## src/rtl/sd_level_detector.sv

```systemverilog
// Hysteresis level detector for sigma-delta magnitude samples.
// Emits rise/fall events (fall carries burst peak and duration) through a one-entry valid/ready register.
module sd_level_detector #(
  parameter int WIDTH     = 16,
  parameter int HOLD      = 64,
  parameter int DUR_WIDTH = 16
) (
  input  logic                 clk,
  input  logic                 rst,
  input  logic                 en,
  input  logic [WIDTH-1:0]     in,
  input  logic [WIDTH-1:0]     thHigh,
  input  logic [WIDTH-1:0]     thLow,
  output logic                 active,
  output logic                 eventValid,
  input  logic                 eventReady,
  output logic                 eventRise,
  output logic [WIDTH-1:0]     eventPeak,
  output logic [DUR_WIDTH-1:0] eventDuration,
  output logic                 overrun
);

  localparam int HW = $clog2(HOLD + 1);
  localparam logic [HW-1:0] HOLD_C = HW'(HOLD);

  typedef enum logic [1:0] {QUIET, ACTIVE, RELEASE} state_t;

  state_t               r_state, w_state_nxt;
  logic [WIDTH-1:0]     r_peak, w_peak_nxt, w_peak_max;
  logic [DUR_WIDTH-1:0] r_dur, w_dur_nxt, w_dur_inc;
  logic [HW-1:0]        r_hold, w_hold_nxt, w_hold_inc;
  logic                 r_active;
  logic                 w_above, w_below;
  logic                 w_emit, w_emit_rise, w_new_ev;
  logic [WIDTH-1:0]     w_ev_peak;
  logic [DUR_WIDTH-1:0] w_ev_dur;

  logic                 r_ev_valid, r_ev_rise, r_overrun;
  logic [WIDTH-1:0]     r_ev_peak;
  logic [DUR_WIDTH-1:0] r_ev_dur;

  always_comb begin
    w_above     = (in >= thHigh);
    w_below     = (in < thLow);
    w_peak_max  = (in > r_peak) ? in : r_peak;
    w_dur_inc   = (&r_dur) ? r_dur : r_dur + 1'b1;
    w_hold_inc  = r_hold + 1'b1;
    w_state_nxt = r_state;
    w_peak_nxt  = r_peak;
    w_dur_nxt   = r_dur;
    w_hold_nxt  = r_hold;
    w_emit      = 1'b0;
    w_emit_rise = 1'b0;
    w_ev_peak   = w_peak_max;
    w_ev_dur    = w_dur_inc;
    case (r_state)
      QUIET: begin
        // Above wins even if the sample is also below (thLow > thHigh).
        if (w_above) begin
          w_state_nxt = ACTIVE;
          w_peak_nxt  = in;
          w_dur_nxt   = DUR_WIDTH'(1);
          w_hold_nxt  = '0;
          w_emit      = 1'b1;
          w_emit_rise = 1'b1;
          w_ev_peak   = in;
          w_ev_dur    = DUR_WIDTH'(1);
        end
      end
      ACTIVE: begin
        w_peak_nxt = w_peak_max;
        w_dur_nxt  = w_dur_inc;
        if (w_below) begin
          if (HOLD == 1) begin
            w_state_nxt = QUIET;
            w_emit      = 1'b1;
          end else begin
            w_state_nxt = RELEASE;
            w_hold_nxt  = HW'(1);
          end
        end
      end
      RELEASE: begin
        w_peak_nxt = w_peak_max;
        w_dur_nxt  = w_dur_inc;
        if (!w_below) begin
          w_state_nxt = ACTIVE;
          w_hold_nxt  = '0;
        end else if (w_hold_inc == HOLD_C) begin
          w_state_nxt = QUIET;
          w_hold_nxt  = '0;
          w_emit      = 1'b1;
        end else begin
          w_hold_nxt  = w_hold_inc;
        end
      end
      default: w_state_nxt = QUIET;
    endcase
  end

  assign w_new_ev = en & w_emit;

  always_ff @(posedge clk) begin
    if (rst) begin
      r_state  <= QUIET;
      r_peak   <= '0;
      r_dur    <= '0;
      r_hold   <= '0;
      r_active <= 1'b0;
    end else if (en) begin
      r_state  <= w_state_nxt;
      r_peak   <= w_peak_nxt;
      r_dur    <= w_dur_nxt;
      r_hold   <= w_hold_nxt;
      r_active <= (w_state_nxt != QUIET);
    end
  end

  // Event register: a same-edge consume frees the slot for a new event.
  always_ff @(posedge clk) begin
    if (rst) begin
      r_ev_valid <= 1'b0;
      r_ev_rise  <= 1'b0;
      r_ev_peak  <= '0;
      r_ev_dur   <= '0;
      r_overrun  <= 1'b0;
    end else if (w_new_ev && (!r_ev_valid || eventReady)) begin
      r_ev_valid <= 1'b1;
      r_ev_rise  <= w_emit_rise;
      r_ev_peak  <= w_ev_peak;
      r_ev_dur   <= w_ev_dur;
    end else if (w_new_ev) begin
      r_overrun  <= 1'b1;
    end else if (eventReady) begin
      r_ev_valid <= 1'b0;
    end
  end

  assign active        = r_active;
  assign eventValid    = r_ev_valid;
  assign eventRise     = r_ev_rise;
  assign eventPeak     = r_ev_peak;
  assign eventDuration = r_ev_dur;
  assign overrun       = r_overrun;

endmodule

```

## config.mk

```make
export PLATFORM = sky130hd
export DESIGN_NAME = sd_level_detector
export DESIGN_NICKNAME = d
export VERILOG_FILES = /design/src/rtl/sd_level_detector.sv
export SDC_FILE = /design/constraint.sdc
export NUM_CORES = 1
export LEC_CHECK = 0
export BUFFER_PORTS_ARGS = -buffer_cell sky130_fd_sc_hd__buf_2
export CAP_MARGIN = 30
export CORE_ASPECT_RATIO = 0.6
export CORE_MARGIN = 3
export CORE_UTILIZATION = 45
export CTS_BUF_LIST = sky130_fd_sc_hd__clkbuf_8
export CTS_CLUSTER_DIAMETER = 100
export DETAILED_ROUTE_END_ITERATION = 16
export GPL_TIMING_DRIVEN = 0
export HOLD_SLACK_MARGIN = 0.1
export PLACE_DENSITY_LB_ADDON = 0.15
export SLEW_MARGIN = 10
export SYNTH_ARGS = -nofsm -noshare
export SYNTH_HDL_FRONTEND = slang
export SYNTH_SLANG_ARGS = --single-unit
export TNS_END_PERCENT = 30
```

## constraint.sdc

```tcl
create_clock -name clk -period 3.4 [get_ports clk]
set_input_delay 0.68 -clock clk [delete_from_list [all_inputs] [get_ports clk]]
set_output_delay 0.68 -clock clk [all_outputs]
set_load 0.02 [all_outputs]
```

==> impl_metrics.yaml <==
cts:
  cts_made_buffers: 9
  cts_buffer_depth: 2
  cts_tree: "yes"
  cts-root-buf: "clkbuf_8"
  clock_latency_ns: 0.37
  clkSinkCount: 77
  cts_max_level: 3
  clk_pin_slew_ns: 0.08
  hold_buffers: 0
  cts_resized: 0
  post_cts_buffers: 0
route:
  drc: 0
  drt_iter0_drc: 387
  firstDrtPassIters: 5
  via_per_inst: 5.63
  ant_nets: 0
  num_vias: 4749
  wirelength_um: 13800
  wl_per_cell_um: 16.3
sta:
  fin_crit_sh: 0.946
  worstMarginPinSlew_ns: 0.829
  rsz0062_at_grt: "no"
  fin_ws_ns: 0.185
  skew_ns: 0.0113
  fin_setup_tns_ns: 0
  fin_hold_ws_ns: 0.469
  slew_headroom: 0.447
  fmax_ghz: 0.311
  hold_violations: 0
  min_period_ns: 3.22
  setup_viol: 0
  final_max_slew_viol_count: 0
pwr:
  power_mw: 2.44
  p_seq_frac: 0.401
  p_switching_mw: 0.770
  p_leak_nw: 2.64
  peakVddDrop_v: 0.000210
  power_density_mw_per_mm2: 414
  power_frac_clock: 0.355
  swShare: 0.315
  intPower_mw: 1.67
  combPwrFrac: 0.245
logic_synthesis:
  synth.most_common_cell: "dfxtp_1"
  syn_inst: 603
  synth_top_area_frac: 0.305
  synth-seq-cells: 77
  synth-edff-count: 0
  syn_nets: 709
  async_reset_ff_frac: 0
  synth_area_leaders: "dfxtp_1 (31%), ha_1 (13%), mux2i_1 (7.1%), inv_1 (4.7%), nand2_1 (4.2%)"
  syn_area_per_cell_um2: 8.37
  synth_common_cells: "dfxtp_1 (77), inv_1 (63), nand2_1 (57)"
  yosysWarnings: 0
  ys_dominant_reg_cell: "dfxtp_1"
  synth_top_cell_by_area: "dfxtp_1"
  ys_seq_area_frac: 0.305
  synth_area_mm2: 0.00505
  ys_types: 65
cells_and_area:
  drive_above_1_share: 0.199
  areaGrowthSynthToFinish_pct: 16.9
  diodes: 0
  final_cells: 844
  finalNetCount: 806
  fin_area_mm2: 0.00590
  fin_util: 0.549
floorplanning:
  start_util: 0.470
  std_cell_rows: 29
  die_area_mm2: 0.0126
  die_w_um: 143
  coreArea_mm2: 0.0107
  die-height_um: 88.0
  num_io_pins: 88
worst_setup_path:
  worstSetupEndpointType: "register"
  cp.required_ns: 3.70
  critPathLaunchType: "input pin"
  path_class: "input pin to register"
  worstPathMaxFanout: 10
  arrival_ns: 3.51
global_routing:
  grt_pass1_vias: 4430
  grt_usage: 0.223
  grt_antenna_before_repair: 0
  globalRoute.totalOverflow: 0
  grt_max_degree: 15
  grt_first_pass_wirelength_um: 22100
placement:
  place_area_mm2: 0.00565
  place.gp.congestion: 0.887
  dp_hpwl_um: 10900
  dp.cells: 828
  port_buffers: 86
  place_ws_ns: -0.162
run_status:
  status: "finished clean"
min_path:
  holdCritPathClass: "register to register"
job:
  cap_violations: 0
## final timing paths
kind	startpoint	endpoint	slack [ns]	depth (start not counted)
worst min register to register	eventDuration[6]	eventDuration[6]	0.47	2
worst min-delay path	eventDuration[6]	eventDuration[6]	0.47	2
worst max register to register	r_peak[13]	eventPeak[0]	0.56	10
worst max-delay path	in[0]	eventDuration[1]	0.18	11
## power by group through the flow
stage	Combinational [mW]	Sequential [mW]	Clock [mW]
after floorplan	0.379	1.02	0
after global placement	0.574	0.997	0
after detailed placement	0.592	1.00	0
after CTS	0.595	0.978	0.883
after global routing	0.658	0.985	0.918
final	0.597	0.978	0.866
## worst max-delay path, cell delays in order
cell	delay, ns
buf_2	0.11
inv_1	0.08
ha_1	0.27
nand2b_1	0.09
a31oi_1	0.08
o31ai_1	0.62
a21oi_1	0.44
o21ai_2	0.46
buf_2	0.33
nand3_1	0.14
a21oi_1	0.20
## cell families after synthesis
group	after synthesis	synth area share
XOR/XNOR	11	0.0191
AO/OA/AOI/OAI	133	0.190
buffers and inverters	90	0.0766
multiplexers	38	0.0759
flip-flops	77	0.305
AND/OR/NAND/NOR	200	0.199
adder cells (fa/ha/maj)	54	0.134
## cell type report
| class | instances | area (um2) |
|---|---|---|
| tap | 139 | 174 |
| multi-input combinational | 436 | 3120 |
| buffer | 27 | 150 |
| clock buffer | 9 | 124 |
| fill | 1039 | 4840 |
| sequential | 77 | 1540 |
| inverter | 63 | 236 |
| timing repair buffer | 86 | 430 |
| clock inverter | 7 | 123 |
## flip-flops by register name, summed over array words and instances, names as in the netlist
signal         cells
eventPeak         16
eventValid         1
eventDuration     16
overrun            1
r_hold             7
eventRise          1
active             1
r_state            2
r_peak            16
r_dur             16
## cell usage in the layout, fill, tap and decap left out, drive strengths merged, types with 20 or more instances in the layout
cell type  synthesis  layout
a211oi            20      20
a21oi             39      39
buf               11      97
clkbuf            16      25
dfxtp             77      77
ha                54      54
inv               63      64
mux2i             36      36
nand2             57      57
nand3             30      30
nor2              42      42
## per-layer routing
| metal | track usage | wire length, um | up-vias |
|---|---|---|---|
| met5 | 0 | 0 | - |
| met4 | 0.0457 | 140 | 0 |
| met3 | 0.0469 | 1020 | 13 |
| met2 | 0.326 | 5420 | 172 |
| met1 | 0.338 | 7220 | 2233 |
| li1 | - | - | 2331 |
Note: power is estimated with default switching activity, not from simulation.
